===== config.mk =====
export PLATFORM = sky130hd
export DESIGN_NAME = sample_mem_reader
export DESIGN_NICKNAME = d
export VERILOG_FILES = /design/src/rtl/sample_mem_reader.sv
export SDC_FILE = /design/constraint.sdc
export NUM_CORES = 1
export LEC_CHECK = 0
export ABC_AREA = 1
export CAP_MARGIN = 40
export CELL_PAD_IN_SITES_DETAIL_PLACEMENT = 0
export CELL_PAD_IN_SITES_GLOBAL_PLACEMENT = 2
export CORE_ASPECT_RATIO = 1.75
export CORE_MARGIN = 5
export CORE_UTILIZATION = 32
export CTS_CLUSTER_DIAMETER = 120
export DETAILED_ROUTE_END_ITERATION = 12
export PLACE_DENSITY_LB_ADDON = 0.1
export RECOVER_POWER = 25
export SETUP_SLACK_MARGIN = 0.3
export SLEW_MARGIN = 20
export SYNTH_ARGS = -nofsm -noshare
export SYNTH_HDL_FRONTEND = slang
export SYNTH_SLANG_ARGS = --single-unit

===== constraint.sdc =====
create_clock -name clock -period 2.32 [get_ports clock]
set_input_delay 0.348 -clock clock [delete_from_list [all_inputs] [get_ports clock]]
set_output_delay 0.348 -clock clock [all_outputs]
set_load 0.05 [all_outputs]

===== src/rtl/sample_mem_reader.sv =====
// Sample memory read walker: issues synchronous reads over 0..DEPTH-1 (wrapping) and
// buffers returned words in a small prefetch FIFO for a valid/ready consumer.
//
// state | meaning
// IDLE  | not streaming; FIFO, in-flight pipe and next address held cleared
// RUN   | issuing reads while buffered + in-flight words stay below FIFO_DEPTH
module sample_mem_reader #(
  parameter int ADDR_W     = 16,
  parameter int DATA_W     = 16,
  parameter int DEPTH      = 62500,
  parameter int RD_LAT     = 1,
  parameter int FIFO_DEPTH = 4
) (
  input  logic              clock,
  input  logic              reset_n,
  input  logic              enable,
  output logic              mem_rd_en,
  output logic [ADDR_W-1:0] mem_addr,
  input  logic [DATA_W-1:0] mem_rdata,
  output logic [DATA_W-1:0] sample_data,
  output logic              sample_last,
  output logic              sample_valid,
  input  logic              sample_ready,
  output logic              frame_done
);

  localparam int PW = (FIFO_DEPTH > 1) ? $clog2(FIFO_DEPTH) : 1;
  localparam int CW = $clog2(FIFO_DEPTH + 1);
  localparam logic [ADDR_W-1:0] LAST_ADDR = ADDR_W'(DEPTH - 1);

  typedef enum logic {IDLE, RUN} state_t;

  state_t            state;
  logic [DATA_W-1:0] fifo_data [FIFO_DEPTH];
  logic [FIFO_DEPTH-1:0] fifo_last;
  logic [PW-1:0]     rd_ptr, wr_ptr;
  logic [CW-1:0]     count;
  logic [RD_LAT-1:0] vpipe, lpipe;
  logic [ADDR_W-1:0] next_addr;
  logic              pop, push, issue;
  int                outstanding;

  function automatic logic [PW-1:0] ptr_inc(input logic [PW-1:0] p);
    return (p == PW'(FIFO_DEPTH - 1)) ? '0 : p + 1'b1;
  endfunction

  assign sample_valid = (count != '0);
  assign sample_data  = fifo_data[rd_ptr];
  assign sample_last  = sample_valid & fifo_last[rd_ptr];

  // Outstanding counts words buffered plus reads still travelling through memory.
  always_comb begin
    pop         = sample_valid & sample_ready;
    push        = vpipe[RD_LAT-1] & (state == RUN);
    outstanding = int'(count) + int'(mem_rd_en) + $countones(vpipe) - int'(pop);
    issue       = enable & (outstanding < FIFO_DEPTH);
  end

  always_ff @(posedge clock) begin
    if (!reset_n) begin
      state      <= IDLE;
      mem_rd_en  <= 1'b0;
      mem_addr   <= '0;
      next_addr  <= '0;
      rd_ptr     <= '0;
      wr_ptr     <= '0;
      count      <= '0;
      vpipe      <= '0;
      lpipe      <= '0;
      frame_done <= 1'b0;
    end else begin
      frame_done <= pop & sample_last;
      if (!enable) begin
        state     <= IDLE;
        mem_rd_en <= 1'b0;
        next_addr <= '0;
        rd_ptr    <= '0;
        wr_ptr    <= '0;
        count     <= '0;
        vpipe     <= '0;
        lpipe     <= '0;
      end else begin
        state     <= RUN;
        mem_rd_en <= issue;
        if (issue) begin
          mem_addr  <= next_addr;
          next_addr <= (next_addr == LAST_ADDR) ? '0 : next_addr + 1'b1;
        end
        vpipe[0] <= mem_rd_en;
        lpipe[0] <= (mem_addr == LAST_ADDR);
        for (int i = 1; i < RD_LAT; i++) begin
          vpipe[i] <= vpipe[i-1];
          lpipe[i] <= lpipe[i-1];
        end
        if (push) begin
          fifo_data[wr_ptr] <= mem_rdata;
          fifo_last[wr_ptr] <= lpipe[RD_LAT-1];
          wr_ptr            <= ptr_inc(wr_ptr);
        end
        if (pop)
          rd_ptr <= ptr_inc(rd_ptr);
        if (push && !pop)
          count <= count + 1'b1;
        else if (pop && !push)
          count <= count - 1'b1;
      end
    end
  end

endmodule


* Word level (Yosys, flattened, before mapping)
Memory sizes are Yosys's and may differ from the RTL's. A register that Yosys moved wholly into a read port is not among the register bits.
Cells that the tools add are included.
** Word-level totals
- Register bits after elaboration :: 48
- Bits in writable memories :: 64
- Input port bits :: 20
- Output and inout bits :: 36
- Memories kept :: 1
** Memories
- fifo_data :: words 4, bits a word 16, read ports 1, clocked after memory_dff 1, write ports 1, line 34 : logic [DATA_W-1:0] fifo_data [FIFO_DEPTH];
** Cells by class
- Add/sub/neg operators :: 8
- Order comparisons :: 4
- Eq/ne operators :: 4
- Muxes and demuxes :: 17
- Bitwise logic cells :: 5
- Reductions and logical operators :: 10
** Operator list (number)
- $eq 16x16->1 const B :: 2
- $add 16x1->16 const B :: 1
- $mux 16 :: 1
- $mux 2 :: 4
- $mux 1 :: 7
- $lt 2x3->1 const B :: 2
- $lt 6x4->1 const B :: 1
- $mux 3 :: 2
- $sub 5x1->6 :: 1
- $add 4x1->5 :: 1
- $and 1x1->1 :: 5
- $add 2x1->2 const B :: 2
- $add 3x1->4 :: 1
- $bwmux 4 :: 1
- $eq 2x2->1 const B :: 2
- $reduce_and 2->1 :: 2
- $add 3x1->3 const B :: 1
- $logic_and 1x1->1 :: 3
- $reduce_and 3->1 :: 1
- $reduce_bool 3->1 :: 1
- $sub 3x1->3 const B :: 1
- $bmux 1 s2 :: 1
- $demux 1 s2 :: 1
- $ge 2x1->1 const B :: 1
- 2 further kinds :: 3

* Logic depth before layout (Yosys ltp)
- Depth after elaboration :: 6
- Mapped depth :: 18
- Depth with buffers taken out :: 17

* Least setup slack after synthesis
No wires, ideal clock.
- Kind :: register -> register
- Start point :: register count[1]
- End point :: register mem_addr[10]
- Setup time :: 116 ps
- Arrival :: 2636 ps
- Setup slack :: -432 ps
- Cell stages (with the launch flop) :: 19
- Buffers on the path :: 1
- Cell sequence :: dfxtp_1 > inv_1 > nand3_1 > nand2_1 > inv_1 > ha_1 > inv_1 > ha_1 > nand2_1 > nand2_1 > nand2_1 > nand2_1 > nand2_1 > nand2_1 > nand2_1 > nand2_2 > buf_4 > o21ai_0 > nor2_1
** Between the ends
- Word-level cells in the longest chain between the ends :: 6
- Elaborated cells between the ends (all ways) :: 8
- Those cells by class :: 3 x add/sub; 1 x order compare; 2 x bitwise; 2 x reduce/logical
** RTL lines
- start: declaration :: line 37 : logic [CW-1:0] count;
- start signal: assignment :: line 103 : count <= count + 1'b1;
- start signal: assignment :: line 105 : count <= count - 1'b1;
- $reduce_bool 3->1 :: line 47 : assign sample_valid = (count != '0);
- named net sample_valid :: line 22 : output logic sample_valid,
- $and 1x1->1 :: line 53 : pop = sample_valid & sample_ready;
- named net pop :: line 40 : logic pop, push, issue;
- $sub 5x1->6 :: line 55 : outstanding = int'(count) + int'(mem_rd_en) + $countones(vpipe) - int'(pop);
- $lt 6x4->1 :: line 56 : issue = enable & (outstanding < FIFO_DEPTH);
- $and 1x1->1 :: line 56
- $reduce_and 2->1 (no line)
- end signal: assignment :: line 86 : mem_addr <= next_addr;
- end: declaration :: line 18 : output logic [ADDR_W-1:0] mem_addr,
The timed path passes the listed nets, and every way through them passes these cells.
A chain may end at the register's enable or synchronous reset.

* Worst setup path in the final report
- Start point :: register count[1]
- End point :: register next_addr[7]
** Between the ends
- Word-level cells in the longest chain between the ends :: 5
- Elaborated cells between the ends (all ways) :: 7
- Those cells by class :: 3 x add/sub; 1 x order compare; 2 x bitwise; 1 x reduce/logical
** RTL lines
- $reduce_bool 3->1 :: line 47
- $and 1x1->1 :: line 53
- named net pop :: line 40
- $sub 5x1->6 :: line 55
- $lt 6x4->1 :: line 56
- $and 1x1->1 :: line 56
- end signal: assignment :: line 87 : next_addr <= (next_addr == LAST_ADDR) ? '0 : next_addr + 1'b1;
- end: declaration :: line 39 : logic [ADDR_W-1:0] next_addr;
The timed path passes the listed nets, and every way through them passes these cells.

==> results.yml <==
logic_synthesis:
  synth_xor_xnor_area_share_pct: 1.06
  synthTopCellsByArea: "edfxtp_1, dfxtp_1, nor2_1"
  syn_nets: 544
  ys_ff_latch: 114
  yosysTopAreaCell: "edfxtp_1"
  yosysWarnings: 0
  synth-compound-area-share_pct: 11.7
  ys_async_sr_fraction_pct: 0
  synth_cells: 511
  synth_fa_ha_area_share_pct: 3.43
  yosys.area_share.simple_pct: 18.5
  synth_area_um2: 4960
  synth_top_area_share_pct: 41.2
  synth_mux_area_share_pct: 0
  synth_seq_area_share_pct: 59.7
  avgSynthCellArea_um2: 9.71
  synth_top_family_by_area: "simple AND/OR/NAND/NOR gates"
  synth_edf_count: 68
  ys_types: 35
  ys.flop_type: "edfxtp_1"
sta:
  post-route-period-util_pct: 93.9
  fin_crit_ps: 2180
  worstMarginPinSlew_ps: 558
  slew_violations: 0
  skew_ps: 7.45
  clock.fmax_mhz: 459
  setup_viol: 0
  hold_violations: 0
  rsz0062_at_grt: "yes"
  max_slew_margin_pct: 62.7
placement:
  post_dp_cell_area_um2: 5860
  dpl.hpwl_um: 8740
  port_buffers: 55
  placed_cells: 753
  place_congestion: 0.755
setup_path:
  arrival_ps: 2510
  r2r-start: "count[1]$_SDFFE_PN0P_"
  crit_path_start_kind: "flop"
  reg2reg_depth: 18
  cp-end-kind: "flop"
  crit_start: "count[1]$_SDFFE_PN0P_"
  critPathKind: "reg -> reg"
  cp.required_ps: 2650
  reg2reg_to: "next_addr[7]$_SDFFE_PN0P_"
  rrSetupSlack_ps: 140
  max_stage_delay_ps: 350
  cp_max_fo: 5
  crit_slowest_cell: "dfxtp_4"
  timing.critical_path.mode_cell: "nand2_2"
  cp_cell_sequence: "inv_4 -> nand3_4 -> nand2_4 -> inv_4 -> ha_4 -> inv_2 -> ha_4 -> nand2_2 -> nand2_2 -> nand2_2 -> nand2_1 -> nand2_1 -> nand2_2 -> a21oi_4 -> buf_12 -> clkbuf_16 -> nand2_2 -> a21oi_1"
min_path:
  hold_path.startpoint: "mem_rd_en$_SDFF_PN0_"
  hp-class: "reg -> reg"
  whs_endpoint: "vpipe$_SDFF_PN0_"
  hold_depth: 2
power_and_ir_drop:
  irDropWorstVdd_v: 0.000467
  seqPwrFrac_pct: 41.3
  p_switching_mw: 1.17
  clkPwrFrac_pct: 50.8
  power.internal_mw: 4.13
  p_comb_share_pct: 7.9
  fin_total_pwr_mw: 5.30
  power_per_cell_area_nw_per_um2: 769
  p_leak_nw: 2.53
  swShare_pct: 22.0
finish:
  syn2layout_area_growth_pct: 39.0
  stdcell_count: 797
  nets: 631
  fin_util_pct: 45.0
  drive_above_1_share_pct: 25.7
  n_antenna_cell: 0
  finalInstanceArea_um2: 6890
cts:
  h-tree-depth: 4
  worst_skew_pair.late_latency_ps: 400
  clkTransAtPathRegs_ps: 50
  cts.sinks: 114
  cts_hold_buf: 0
  cts_tree: "done"
  clockBufferDepth: 2
  clock_tree.root_cell: "clkbuf_16"
  cts_made_buffers: 17
floorplanning:
  core_um2: 15300
  start_util_pct: 32.4
  row_count: 60
  die_y_um: 175
  die_w_um: 104
  dieArea_um2: 18200
  ioPinCount: 56
routing:
  drc_errors: 0
  antenna_left: 0
  routed_via_density: 4.80
  via_count: 3824
  post_drt_wl_per_cell_um: 16.5
  firstDrtPassIters: 4
  wl_um: 13100
  drt-initial-drc-count: 149
grt:
  antenna_found_initial: 0
  grt_pass1_wl_um: 19900
  grt_max_degree: 33
  grt_overflow: 0
  grt.total_usage_pct: 13.9
  grt_pass1_vias: 3832
flow_run:
  maxCapViolCount: 0
status:
  status: "complete, no violations"
synth_stat cells (all sizes together) (4+ instances only):
cell type,n
nand2,76
xor2,5
ha,12
dfxtp,46
clkbuf,10
o22ai,16
nand3,18
a21oi,28
nand4,9
inv,39
o21bai,4
buf,10
o21ai,53
edfxtp,68
nor2,104
nor3,4
through the flow:
stage / setup WS (ps) / TNS [ps] / hold WS [ps]
after detailed placement: -180 / -4070 / 466
after global placement: -138 / -3350 / 468
after global routing: 2.08 / 0 / 510
after CTS: 169 / 0 / 475
final: 142 / 0 / 475
after floorplan: 62.3 / 0 / 438
routing by layer:
metal / GRT usage (%) / wire, µm / up-vias / share of wire, %
met5: 0 / 0 / - / 0
met4: 5.29 / 160 / 0 / 1.2
met1: 14.8 / 5070 / 1824 / 39
met3: 3.03 / 393 / 10 / 3.0
met2: 26.4 / 7490 / 60 / 57
li1: - / - / 1930 / -
critical path: cells and delay by family (launching register included):
family	cells	cell delay (ps)
buffers and inverters	5	430
AND/OR/NAND/NOR	9	570
flip-flops	1	350
adder cells (fa/ha/maj)	2	450
AO/OA/AOI/OAI	2	300
cell type report:
type	count	area, µm²
Fill cell	1512	8420
Sequential cell	114	2970
Multi-Input combinational cell	338	1960
Timing Repair Buffer	88	951
Clock buffer	19	433
Tap cell	186	233
Clock inverter	13	186
Inverter	39	156
registers in the layout, indices dropped and copies added, names as in the netlist, 2 cells and up, named ones only:
name and count:
next_addr 16, rd_ptr 2, count 3, mem_addr 16
fifo_last 4, fifo_data 64, wr_ptr 2
logic make-up after synthesis:
logic type	after synthesis
XOR/XNOR	6
AND/OR/NAND/NOR	215
flip-flops	114
AO/OA/AOI/OAI	104
buffers and inverters	59
adder cells (fa/ha/maj)	13
power groups by stage:
| stage | logic [mW] | clock network (mW) | registers (mW) |
|---|---|---|---|
| finish | 0.420 | 2.69 | 2.19 |
| global route | 0.446 | 2.86 | 2.19 |
| CTS | 0.342 | 2.76 | 2.18 |
| detailed placement | 0.331 | 0 | 2.23 |
| global placement | 0.328 | 0 | 2.23 |
| floorplan | 0.130 | 0 | 2.29 |
layout by cell type, fill, tap and decap left out, types with 3 or more instances in the layout:
cell type	n
nor3_1	4
inv_4	4
dfxtp_1	42
xor2_1	5
nand3_1	14
clkbuf_16	21
clkinv_4	4
inv_1	33
buf_6	5
o21ai_2	7
clkdlybuf4s50_1	22
a21oi_2	10
a21oi_1	17
o21ai_0	38
nor2_1	86
nor2_4	5
nand2_2	18
bufinv_16	4
buf_4	32
nand4_1	9
o22ai_1	16
o21ai_1	8
nand2_4	6
o21bai_1	3
buf_12	7
edfxtp_1	68
nand3_2	3
clkinvlp_4	3
nand2_1	51
nor2_2	13
ha_1	10
dlygate4sd3_1	13
what timing repair did:
action | CTS | global route
pin swaps | 0 | 22
gates resized for setup | 14 | 61
gates cloned | 1 | 6
setup endpoints to repair | 42 | 51
buffers inserted | 4 | 1
worst max path at each step:
stage,end,slack [ps]
CTS,next_addr[10]$_SDFFE_PN0P_,170
global route,next_addr[4]$_SDFFE_PN0P_,2
global placement,next_addr[15]$_SDFFE_PN0P_,-140
floorplan,next_addr[10]$_SDFFE_PN0P_,60
detailed placement,mem_addr[13]$_SDFFE_PN0P_,-180
finish,next_addr[7]$_SDFFE_PN0P_,140
Note: power is estimated with default switching activity, not from simulation.
